## config.mk

```make
export PLATFORM = sky130hd
export DESIGN_NAME = i2s_receiver
export DESIGN_NICKNAME = d
export VERILOG_FILES = /design/src/rtl/i2s_receiver.sv
export SDC_FILE = /design/constraint.sdc
export NUM_CORES = 1
export LEC_CHECK = 0
export BUFFER_PORTS_ARGS = -buffer_cell sky130_fd_sc_hd__buf_2
export CAP_MARGIN = 20
export CORE_UTILIZATION = 40
export CTS_BUF_LIST = sky130_fd_sc_hd__clkbuf_4 sky130_fd_sc_hd__clkbuf_8 sky130_fd_sc_hd__clkbuf_16
export DETAILED_ROUTE_END_ITERATION = 10
export PLACE_DENSITY = 0.6
export SETUP_SLACK_MARGIN = 0.4
export SKIP_LAST_GASP = 1
export SLEW_MARGIN = 20
export SYNTH_ARGS = -nofsm -noshare
export SYNTH_HDL_FRONTEND = slang
export SYNTH_SLANG_ARGS = --single-unit
```

## constraint.sdc

```tcl
create_clock -name clk -period 2.1 [get_ports clk]
set_input_delay 0.105 -clock clk [delete_from_list [all_inputs] [get_ports clk]]
set_output_delay 0.105 -clock clk [all_outputs]
set_load 0.005 [all_outputs]
```

## src/rtl/i2s_receiver.sv

```systemverilog
// i2s_receiver: I2S slave receiver delivering {left, right} frames on a valid/ready port
module i2s_receiver #(
   parameter int DW = 24,
   parameter int SYNC_STAGES = 2
) (
   input  logic            clk,
   input  logic            reset_n,
   input  logic            i2s_bclk,
   input  logic            i2s_lrclk,
   input  logic            i2s_sdata,
   output logic [2*DW-1:0] out_data,
   output logic            out_valid,
   input  logic            out_ready,
   output logic            overflow,
   output logic            frame_err
);
   localparam int CW = $clog2(DW + 2);
   localparam logic [CW-1:0] CNT_DW = CW'(DW);
   localparam logic [CW-1:0] CNT_LAST = CW'(DW - 1);
   localparam logic [CW-1:0] CNT_MAX = CW'(DW + 1);
   typedef enum logic [1:0] {SYNC, LEFT, RIGHT} state_t;
   state_t state;
   logic [SYNC_STAGES-1:0] bclk_s, lrclk_s, sdata_s;
   logic bclk_d, lrclk_prev;
   logic [CW-1:0] bit_cnt, cnt_next;
   logic [DW-2:0] shift;
   logic [DW-1:0] left, shift_next;
   logic sync_lrclk, rise, trans, full, capture, last;
   assign sync_lrclk = lrclk_s[SYNC_STAGES-1];
   assign rise = bclk_s[SYNC_STAGES-1] & ~bclk_d;
   assign trans = sync_lrclk != lrclk_prev;
   assign full = bit_cnt >= CNT_DW;
   assign cnt_next = bit_cnt == CNT_MAX ? CNT_MAX : bit_cnt + CW'(1);
   assign shift_next = {shift, sdata_s[SYNC_STAGES-1]};
   // the delay bit (lrclk change) is never data; bits 1..DW of a slot are
   assign capture = !trans && bit_cnt < CNT_DW;
   assign last = capture && bit_cnt == CNT_LAST;
   always_ff @(posedge clk) begin
      if (!reset_n) begin
         bclk_s <= '0;
         lrclk_s <= '0;
         sdata_s <= '0;
         bclk_d <= 1'b0;
         lrclk_prev <= 1'b0;
         bit_cnt <= '0;
         shift <= '0;
         left <= '0;
         state <= SYNC;
         out_data <= '0;
         out_valid <= 1'b0;
         overflow <= 1'b0;
         frame_err <= 1'b0;
      end else begin
         bclk_s <= {bclk_s[SYNC_STAGES-2:0], i2s_bclk};
         lrclk_s <= {lrclk_s[SYNC_STAGES-2:0], i2s_lrclk};
         sdata_s <= {sdata_s[SYNC_STAGES-2:0], i2s_sdata};
         bclk_d <= bclk_s[SYNC_STAGES-1];
         overflow <= 1'b0;
         frame_err <= 1'b0;
         if (out_valid && out_ready) out_valid <= 1'b0;
         if (rise) begin
            lrclk_prev <= sync_lrclk;
            bit_cnt <= trans ? '0 : cnt_next;
            if (capture) shift <= shift_next[DW-2:0];
            case (state)
               SYNC: if (trans && !sync_lrclk) state <= LEFT;
               LEFT: begin
                  if (last) left <= shift_next;
                  if (trans) begin
                     state <= full ? RIGHT : SYNC;
                     frame_err <= !full;
                  end
               end
               RIGHT: begin
                  if (last) begin
                     if (out_valid && !out_ready) overflow <= 1'b1;
                     else begin
                        out_data <= {left, shift_next};
                        out_valid <= 1'b1;
                     end
                  end
                  if (trans) begin
                     state <= full ? LEFT : SYNC;
                     frame_err <= !full;
                  end
               end
               default: state <= SYNC;
            endcase
         end
      end
   end
endmodule
```

==> impl_metrics.toml, run 1 <==
[placed_design]
port_buffers = 56
post-place-ws_ns = 0.3145
dpl.cell_count = 622
dp.final_hpwl_um = 5566
routabilityCongestion = 0.8221

[clock_tree]
clock_sinks = 113
cts_root_buf = "clkbuf_8"
cts_tree = "built"
h-tree-depth = 4
clk_latency_ns = 0.52
cts.reportedPaths.clkPinSlew_ns = 0.05
clockBufferDepth = 2
numCtsBuffers = 17

[synthesis]
yosysUniqueCellTypes = 33
ys_ff_latch = 113
synth_area_leader_cell = "dfxtp_1"
seq_area_frac_synth = 0.5231
synthCells = 452
synthesis.nets = 466
synth_area_per_cell_um2 = 9.567
synth_ff_type = "dfxtp_1"
yosys.area.top_type_share = 0.5231
yosys-top-cells-area = "dfxtp_1, mux2i_1, nand2_1"
ys.warnings.count = 0
synthesis.area_um2 = 4324
synth_edf_count = 0
async_flop_share = 0

[cells_and_area]
drive_above_1_share = 0.2197
nNetsFinal = 530
areaGrowthSynthToFinish_pct = 28.33
final_util = 0.5327
antenna_cells = 0
layout.cells.non_filler = 664
final_cell_mix = "dfxtp_1, nand2_1, mux2i_1, buf_2, a21oi_1"
final_common_cell = "dfxtp_1"

[die]
initial_core_util = 0.4151
coreArea_um2 = 10420
num_rows = 37
fp.dieW_um = 106.0
fp.dieH_um = 106.0
io_pins = 57
fp.dieArea_um2 = 11230

[timing]
finalCritPeriodShare = 0.7857
rsz0062_at_grt = "no"
worstMarginPinSlew_ns = 0.7841
max-slew-margin-rel = 0.4760
fin_ws_ns = 0.4500
fmax_ghz = 0.6060
tns_ns = 0
hold_viol = 0
slew_violations = 0
min_period_ns = 1.650
fin_skew_ns = 0.01306
setup-violations-final = 0

[drt]
wl_per_cell_um = 14.00
drt_first_pass_iters = 4
drt_iter0_markers = 152
wirelength_um = 9299
vias = 3300
drc = 0
antenna_left = 0
via_per_inst = 4.970

[worst_setup_path]
path_max_fanout = 8
r2r_start = "lrclk_s[1]"
path_class = "reg2reg"
r2r_cells = 7
reg2reg_setup_slack_ns = 0.45
cp.required_ns = 2.50
endpoint_kind = "flip-flop"
critPathLaunchType = "flip-flop"
worstPathArrival_ns = 2.05
startpoint = "lrclk_s[1]"

[global_route]
antenna_found_initial = 0
grt_use_total = 0.1706
grt_pass1_wl_um = 14960
grt_max_degree = 53
overflow = 0
first_global_vias = 3172

[worst_hold_path]
hold_path_class = "in2reg"
worst_hold_startpoint = "reset_n"
hold_path_depth = 2

[run]
cap_violations = 0

[power_and_ir_drop]
power.total_mw = 5.094
power.density_nw_per_um2 = 918.0
ir_worst_vdd_uv = 439.4
cellLeakagePower_nw = 2.657

[outcome]
outcome = "finished, final reports clean"
==> power by group <==
group / switching, mW / internal, mW
sequential: 0.00442 / 2.15
combinational: 0.0657 / 0.0295
clock: 0.943 / 1.90
==> routing by layer <==
metal | vias to the layer above | global-route usage | wire length (um)
li1 | 1680 | - | -
met2 | 65 | 0.2652 | 4354
met4 | 0 | 0.06845 | 116
met3 | 13 | 0.06315 | 390
met1 | 1542 | 0.2137 | 4437
met5 | - | 0 | 0
==> worst paths after layout <==
path / endpoint
worst min register to register: lrclk_s[1]
worst min-delay path: bit_cnt[0]
worst max-delay path: out_data[23]
worst max register to register: out_data[23]
==> worst max-delay path, stage by stage, from the launching register on <==
cell	delay, ns
dfxtp_1	0.32
inv_1	0.07
ha_4	0.30
and3b_2	0.26
nand4b_4	0.12
buf_12	0.17
clkbuf_16	0.17
mux2i_1	0.12
==> synthesized netlist by cell type (2+ instances only) <==
library cell and instances:
inv_1 5, nand3b_1 2, buf_6 3, nand4b_1 2, mux2i_1 72, a21oi_1 30
dfxtp_1 113, o21a_1 3, nand3_1 26, ha_1 8, and3_1 2, and2_1 8
nor2b_1 4, o21ai_0 24, o32ai_1 2, clkbuf_1 22, or4_1 2, buf_2 5
o31ai_1 2, nand2b_1 3, nand2_1 102
==> cells by family (layout without fill, tap and decap cells) <==
family | after synthesis | in the layout | share of synthesized area
AND/OR/NAND/NOR | 158 | 158 | 0.1678
flip-flops | 113 | 113 | 0.5231
multiplexers | 72 | 72 | 0.1667
AO/OA/AOI/OAI | 63 | 63 | 0.07870
buffers and inverters | 38 | 114 | 0.04051
adder cells (fa/ha/maj) | 8 | 8 | 0.02315
==> area by class of cell <==
cell class / count / area, um2
fill: 936 / 4867
sequential: 113 / 2265
multi-input combinational: 301 / 1922
timing repair buffer: 77 / 573.1
clock buffer: 22 / 464.2
tap: 136 / 170.2
clock inverter: 9 / 132.6
inverter: 6 / 22.52
==> repair_timing <==
action	CTS	global route
gates resized for setup	5	9
pin swaps	1	0
setup endpoints to repair	78	73
hold buffers	4	0
hold endpoints to repair	5	0
setup buffers	2	1
cloned	1	3
==> per-stage QoR <==
step	area, um2	hold WS, ns
after floorplan	4332	0.2323
after global placement	4733	0.3148
after detailed placement	4733	0.3190
after CTS	5424	0.08413
after global routing	5549	0.09570
final	5549	0.08950
==> registers in the layout, indices dropped and copies added (netlist names) <==
| signal | count |
|---|---|
| bclk_d | 1 |
| bclk_s | 2 |
| bit_cnt | 5 |
| frame_err | 1 |
| left | 24 |
| lrclk_prev | 1 |
| lrclk_s | 2 |
| out_data | 48 |
| out_valid | 1 |
| overflow | 1 |
| sdata_s | 2 |
| shift | 23 |
| state | 2 |
(Power assumes the default switching activity.)
==> inputs of run 2 (changes only) <==
--- a/config.mk
+++ b/config.mk
@@ -5,12 +5,13 @@
 export SDC_FILE = /design/constraint.sdc
 export NUM_CORES = 1
 export LEC_CHECK = 0
+export ABC_AREA = 1
 export BUFFER_PORTS_ARGS = -buffer_cell sky130_fd_sc_hd__buf_2
 export CAP_MARGIN = 20
 export CORE_UTILIZATION = 40
 export CTS_BUF_LIST = sky130_fd_sc_hd__clkbuf_4 sky130_fd_sc_hd__clkbuf_8 sky130_fd_sc_hd__clkbuf_16
 export DETAILED_ROUTE_END_ITERATION = 10
-export PLACE_DENSITY = 0.6
+export PLACE_DENSITY = 0.59
 export SETUP_SLACK_MARGIN = 0.4
 export SKIP_LAST_GASP = 1
 export SLEW_MARGIN = 20
==> constraint.sdc (replaced) <==
create_clock -name clk -period 1.61 [get_ports clk]
set_input_delay 0.0805 -clock clk [delete_from_list [all_inputs] [get_ports clk]]
set_output_delay 0.0805 -clock clk [all_outputs]
set_load 0.005 [all_outputs]
==> run 2 against run 1 <==
Compared with the run above:
- sequential share of layout area decreased by 6.2 points
- largest power group unchanged
- cell count increased by 45%
- synthesized cell count increased by 62%
- first-iteration DRC count increased by 26%
- global-route usage increased by 2.4 points
- worst hold slack got worse by 0.11 ns
- register-to-register slack got worse by 0.37 ns
- the flow now finishes with violations (negative hold slack)
==> impl_metrics.toml, run 2 <==
[drt]
antenna_left = 0
vias = 4402
drc = 0
wl_per_cell_um = 12.12
wirelength_um = 11670
drt_iter0_markers = 192
via_per_inst = 4.571
drt_first_pass_iters = 4

[synthesis]
seq_area_frac_synth = 0.4604
yosys.area.top_type_share = 0.4604
yosysMostFrequentCell = "nand2_1"
synth_ff_type = "dfxtp_1"
async_flop_share = 0
synth_edf_count = 0
synth_area_leader_cell = "dfxtp_1"
synthCells = 731
yosys-top-cells-area = "dfxtp_1, nand2_1, inv_1"
yosysUniqueCellTypes = 19
synth_area_per_cell_um2 = 6.722
ys.warnings.count = 0
synthesis.nets = 745
ys_ff_latch = 113
synthesis.area_um2 = 4913
synth_common_cells = "nand2_1, inv_1, dfxtp_1"

[worst_setup_path]
crit_family = "simple AND/OR/NAND/NOR gates"
r2r_cells = 9
cp.required_ns = 1.92
endpoint_kind = "flip-flop"
crit_path_top_delay_cell = "dfxtp_2"
critPathBufInv = 3
r2r_start = "lrclk_s[1]"
path_max_fanout = 7
path_cells = "inv_2 > ha_4 > nand3_4 > nor2_4 > buf_6 > buf_12 > nand4_1 > nand2_1 > nor2_1"
critPathLaunchType = "flip-flop"
slowest_delay_ns = 0.32
r2r-end = "out_data[41]"
worstPathArrival_ns = 1.84
path_class = "reg2reg"
reg2reg_setup_slack_ns = 0.08

[die]
io_pins = 57
fp.dieH_um = 112.8
initial_core_util = 0.4091
fp.dieArea_um2 = 12730
fp.dieW_um = 112.8
coreArea_um2 = 12010
num_rows = 40

[cells_and_area]
nNetsFinal = 817
final_area_um2 = 6578
final_common_cell = "nand2_1"
final_util = 0.5476
antenna_cells = 0
final_cell_mix = "nand2_1, inv_1, dfxtp_1, nor2_1, buf_2"
top_register = "out_data"
largest_register_ffs = 48
top_regs = "out_data (48), left (24), shift (23)"
drive_above_1_share = 0.2267
areaGrowthSynthToFinish_pct = 33.87
fillers = 1170

[worst_hold_path]
hold_path_depth = 4
worst_hold_startpoint = "out_ready"
hold_path_class = "in2reg"
hold_path_end = "overflow"

[timing]
fin_ws_ns = 0.07991
fmax_ghz = 0.6536
rsz0062_at_grt = "yes"
fin_skew_ns = 0.008937
finalCritPeriodShare = 0.9504
holdWs_ns = -0.02144
slew_violations = 0
min_period_ns = 1.530
worstMarginPinSlew_ns = 0.3848
setup-violations-final = 0
max-slew-margin-rel = 0.7435
hold_viol = 2

[outcome]
failed_checks = "negative hold slack"
outcome = "finished with violations"

[global_route]
overflow = 0
grt_pass1_wl_um = 19480
grt_max_degree = 49
grt_use_total = 0.1942
antenna_found_initial = 0
first_global_vias = 4232

[clock_tree]
cts.reportedPaths.clkPinSlew_ns = 0.05
numCtsBuffers = 17
clockBufferDepth = 2
clk_latency_ns = 0.42
h-tree-depth = 4
cts_root_buf = "clkbuf_16"
clock_sinks = 113
cts_tree = "built"

[placed_design]
routabilityCongestion = 0.8303
dp.final_hpwl_um = 7201
dpl_cell_area_um2 = 5425
port_buffers = 56
post-place-ws_ns = -0.0009377

[power_and_ir_drop]
power.density_nw_per_um2 = 1098
ir_worst_vdd_uv = 614.2
cellLeakagePower_nw = 3.253

[run]
cap_violations = 0
## run 2: changes by cell type after synthesis, moves of 7 or more
cell and delta:
nand3_1 -16, nand2_1 +69, mux2i_1 -72, nand4_1 +50, and2_1 -8, nor2_1 +103
inv_1 +163, buf_1 +7
## run 2: worst max-delay path by stage
stage | slack [ns] | cells past startpoint | start | to
final | 0.08 | 9 | lrclk_s[1] | out_data[41]
after floorplan | 0.18 | 10 | lrclk_s[1] | out_data[13]
after global placement | 0.08 | 9 | lrclk_s[1] | out_data[42]
after global routing | -0.02 | 9 | lrclk_s[1] | out_data[45]
after CTS | 0.09 | 9 | lrclk_s[1] | out_data[41]
after detailed placement | -0.0009 | 8 | bit_cnt[1] | out_data[42]
## run 2: metal layers
layer	routed length, um	GRT usage	vias up
met4	193	0.09778	0
met2	5751	0.3259	71
met5	0	0	-
met3	340	0.04446	15
met1	5384	0.2338	1984
li1	-	-	2332
## run 2: power by group
part,total [mW],internal [mW],switching (mW)
sequential,2.87,2.84,0.0358
combinational,0.306,0.123,0.183
clock,4.05,2.76,1.29
## run 2: cell families (layout without fill, tap and decap cells)
kind of cell    Yosys count  after routing  synth area share
simple gates            342            342            0.2936
buf+inv                 211            296            0.1676
fa+ha+maj                 8              8           0.02037
compound gates           57             57           0.05806
flops                   113            113            0.4604
## run 2: cell type report
type	count	area [um2]	area share
Sequential cell	113	2276	0.3460
Multi-Input combinational cell	407	2043	0.3106
Timing Repair Buffer	95	794.5	0.1208
Inverter	169	636.9	0.09682
Clock buffer	22	488.0	0.07419
Tap cell	147	183.9	0.02796
Clock inverter	10	155.1	0.02359
## run 2: per-stage QoR
step	power (mW)	hold slack (ns)	instances	TNS (ns)
floorplan	3.085	0.1781	731	0
global placement	3.146	0.2699	911	0
detailed placement	3.152	0.2722	911	-0.0009377
CTS	7.254	-0.03591	957	0
global route	7.473	0.02187	963	-0.04191
finish	7.225	-0.02144	963	0
## run 2: worst register-to-register path, stage by stage, from the launching register on
cell and delay [ns]:
dfxtp_2 0.32, inv_2 0.04, ha_4 0.29, nand3_4 0.08, nor2_4 0.16, buf_6 0.17, buf_12 0.13, nand4_1 0.11
nand2_1 0.10, nor2_1 0.04
## run 2: what timing repair did
item	in CTS	in global routing
cloned	3	4
endpoints found under the setup margin	103	104
hold buffers	3	0
pin swaps	7	19
resized for setup	40	40
endpoints found under the hold margin	5	0
buffers inserted	8	2
==> inputs of run 3 (changes only) <==
--- a/config.mk
+++ b/config.mk
@@ -9,9 +9,8 @@
 export BUFFER_PORTS_ARGS = -buffer_cell sky130_fd_sc_hd__buf_2
 export CAP_MARGIN = 20
 export CORE_UTILIZATION = 40
-export CTS_BUF_LIST = sky130_fd_sc_hd__clkbuf_4 sky130_fd_sc_hd__clkbuf_8 sky130_fd_sc_hd__clkbuf_16
+export CTS_CLUSTER_DIAMETER = 100
 export DETAILED_ROUTE_END_ITERATION = 10
-export PLACE_DENSITY = 0.59
 export SETUP_SLACK_MARGIN = 0.4
 export SKIP_LAST_GASP = 1
 export SLEW_MARGIN = 20
==> run 3 against run 2 <==
Compared with the run above:
- design area up 4.0%
- first-iteration DRC count is 71% higher
- combinational power rose by 5%
- wire length increased by 9.7%
- cell count is 0.83% higher
- the run still ends with negative hold slack left
- global-route usage increased by 0.42 points
- die area unchanged
- clock power rose by 5.2%
- fmax fell by 3.3%
==> impl_metrics.toml, run 3 (synthesis gave the netlist of run 2 again) <==
[worst_setup_path]
path_max_fanout = 24
r2r-end = "left[15]"
path_cells = "inv_2 > ha_4 > nand3_4 > nor2_4 > buf_4 > nand2_4 > clkbuf_16 > nor2_1 > nor2_1"
path_class = "reg2reg"
worstPathArrival_ns = 1.89
cp.required_ns = 1.92
slowest_delay_ns = 0.32
critPathLaunchType = "flip-flop"
reg2reg_setup_slack_ns = 0.03
critPathBufInv = 3
crit_family = "simple AND/OR/NAND/NOR gates"
r2r_cells = 9
crit_path_top_delay_cell = "dfxtp_2"
cpMostUsedCell = "nor2_1"
endpoint_kind = "flip-flop"
r2r_start = "lrclk_s[1]"

[cells_and_area]
largest_register_ffs = 48
areaGrowthSynthToFinish_pct = 39.16
final_cell_mix = "nand2_1, inv_1, dfxtp_1, nor2_1, buf_2"
top_regs = "out_data (48), left (24), shift (23)"
top_register = "out_data"
antenna_cells = 0
drive_above_1_share = 0.2257
nNetsFinal = 825
final_common_cell = "nand2_1"
fillers = 1111

[clock_tree]
h-tree-depth = 4
clockBufferDepth = 2
hold_buffers = 3
cts_tree = "built"
clk_latency_ns = 0.42
numCtsBuffers = 17
cts.reportedPaths.clkPinSlew_ns = 0.05
clock_sinks = 113
cts_root_buf = "clkbuf_16"

[worst_hold_path]
hold_path_depth = 4
worst_hold_startpoint = "out_ready"
hold_path_class = "in2reg"
hold_path_end = "overflow"

[power_and_ir_drop]
cellLeakagePower_nw = 3.400
power.density_nw_per_um2 = 1090
ir_worst_vdd_uv = 853.3
power.total_mw = 7.453

[timing]
rsz0062_at_grt = "yes"
fin_skew_ns = 0.008998
min_period_ns = 1.582
fin_ws_ns = 0.02826
setup-violations-final = 0
tns_ns = 0
hold_viol = 2
slew_violations = 0
fmax_ghz = 0.6322
finalCritPeriodShare = 0.9824
max-slew-margin-rel = 0.5129
worstMarginPinSlew_ns = 0.7306
holdWs_ns = -0.02932

[die]
io_pins = 57
fp.dieH_um = 112.8
num_rows = 40
fp.dieW_um = 112.8
coreArea_um2 = 12010
initial_core_util = 0.4091
fp.dieArea_um2 = 12730

[drt]
vias = 4639
via_per_inst = 4.778
drt_first_pass_iters = 5
antenna_left = 0
drc = 0
wl_per_cell_um = 13.18
drt_iter0_markers = 329
wirelength_um = 12800

[global_route]
use_met2 = 0.3337
met1_usage = 0.2375
antenna_found_initial = 0
grt_pass1_wl_um = 19860
first_global_vias = 4289
grt_max_degree = 49
grt_use_total = 0.1984
overflow = 0
top_usage_layer = "met2"
met3_usage = 0.04981

[placed_design]
post-place-ws_ns = 0.0002142
routabilityCongestion = 0.7810
dp.final_hpwl_um = 7047
port_buffers = 56

[run]
cap_violations = 0

[outcome]
failed_checks = "negative hold slack"
outcome = "finished with violations"
==> run 3: cell count changes in the layout (fill, tap and decap cells not counted), sizes merged <==
cell	change
buf	+4
clkbuf	+3
bufinv	+2
clkinvlp	-1
==> run 3: area by class of cell <==
cell class | count | area (um2) | share of cell area
tap | 147 | 183.9 | 0.02690
clock buffer | 21 | 460.4 | 0.06734
timing repair buffer | 103 | 1025 | 0.1499
sequential | 113 | 2271 | 0.3321
multi-input combinational | 407 | 2056 | 0.3006
clock inverter | 11 | 207.7 | 0.03038
inverter | 169 | 634.4 | 0.09277
==> run 3: repair_timing <==
item | CTS | global route
setup buffers | 9 | 0
gates resized for setup | 18 | 50
endpoints found under the setup margin | 101 | 105
pin swaps | 4 | 10
endpoints found under the hold margin | 5 | 2
cloned | 4 | 10
==> run 3: tightest hold or removal path, stage by stage <==
cell and delay (ns):
buf_2 0.08, nor2_1 0.07, inv_1 0.07, nor2_1 0.04
==> run 3: stage by stage <==
stage	std cells	cell area, um2	hold WS (ns)	utilization
floorplan	731	5042	0.1781	-
global placement	913	5490	0.2623	0.4571
detailed placement	913	5490	0.2668	0.4571
CTS	961	6460	-0.03791	0.5378
global route	971	6838	-0.007120	0.5693
finish	971	6838	-0.02932	0.5693
==> run 3: how the worst max path moves through the flow <==
stage	from	end	depth (start not counted)
after floorplan	lrclk_s[1]	out_data[13]	10
after global placement	lrclk_s[1]	left[2]	8
after detailed placement	lrclk_s[1]	out_data[1]	9
after CTS	lrclk_s[1]	left[2]	9
after global routing	lrclk_s[1]	left[17]	10
final	lrclk_s[1]	left[15]	9
==> run 3: report_power, final <==
| group | switching (mW) | leakage [nW] | internal, mW |
|---|---|---|---|
| registers | 0.0349 | 0.916 | 2.84 |
| clock network | 1.29 | 0.327 | 2.97 |
| logic | 0.189 | 2.16 | 0.131 |
| total | 1.52 | 3.40 | 5.94 |
==> run 3: metal layers <==
layer  part of all wire  vias to the layer above
met5                  0                        -
met4              0.022                        0
met3              0.044                       24
met2               0.48                      117
met1               0.45                     2139
li1                   -                     2359
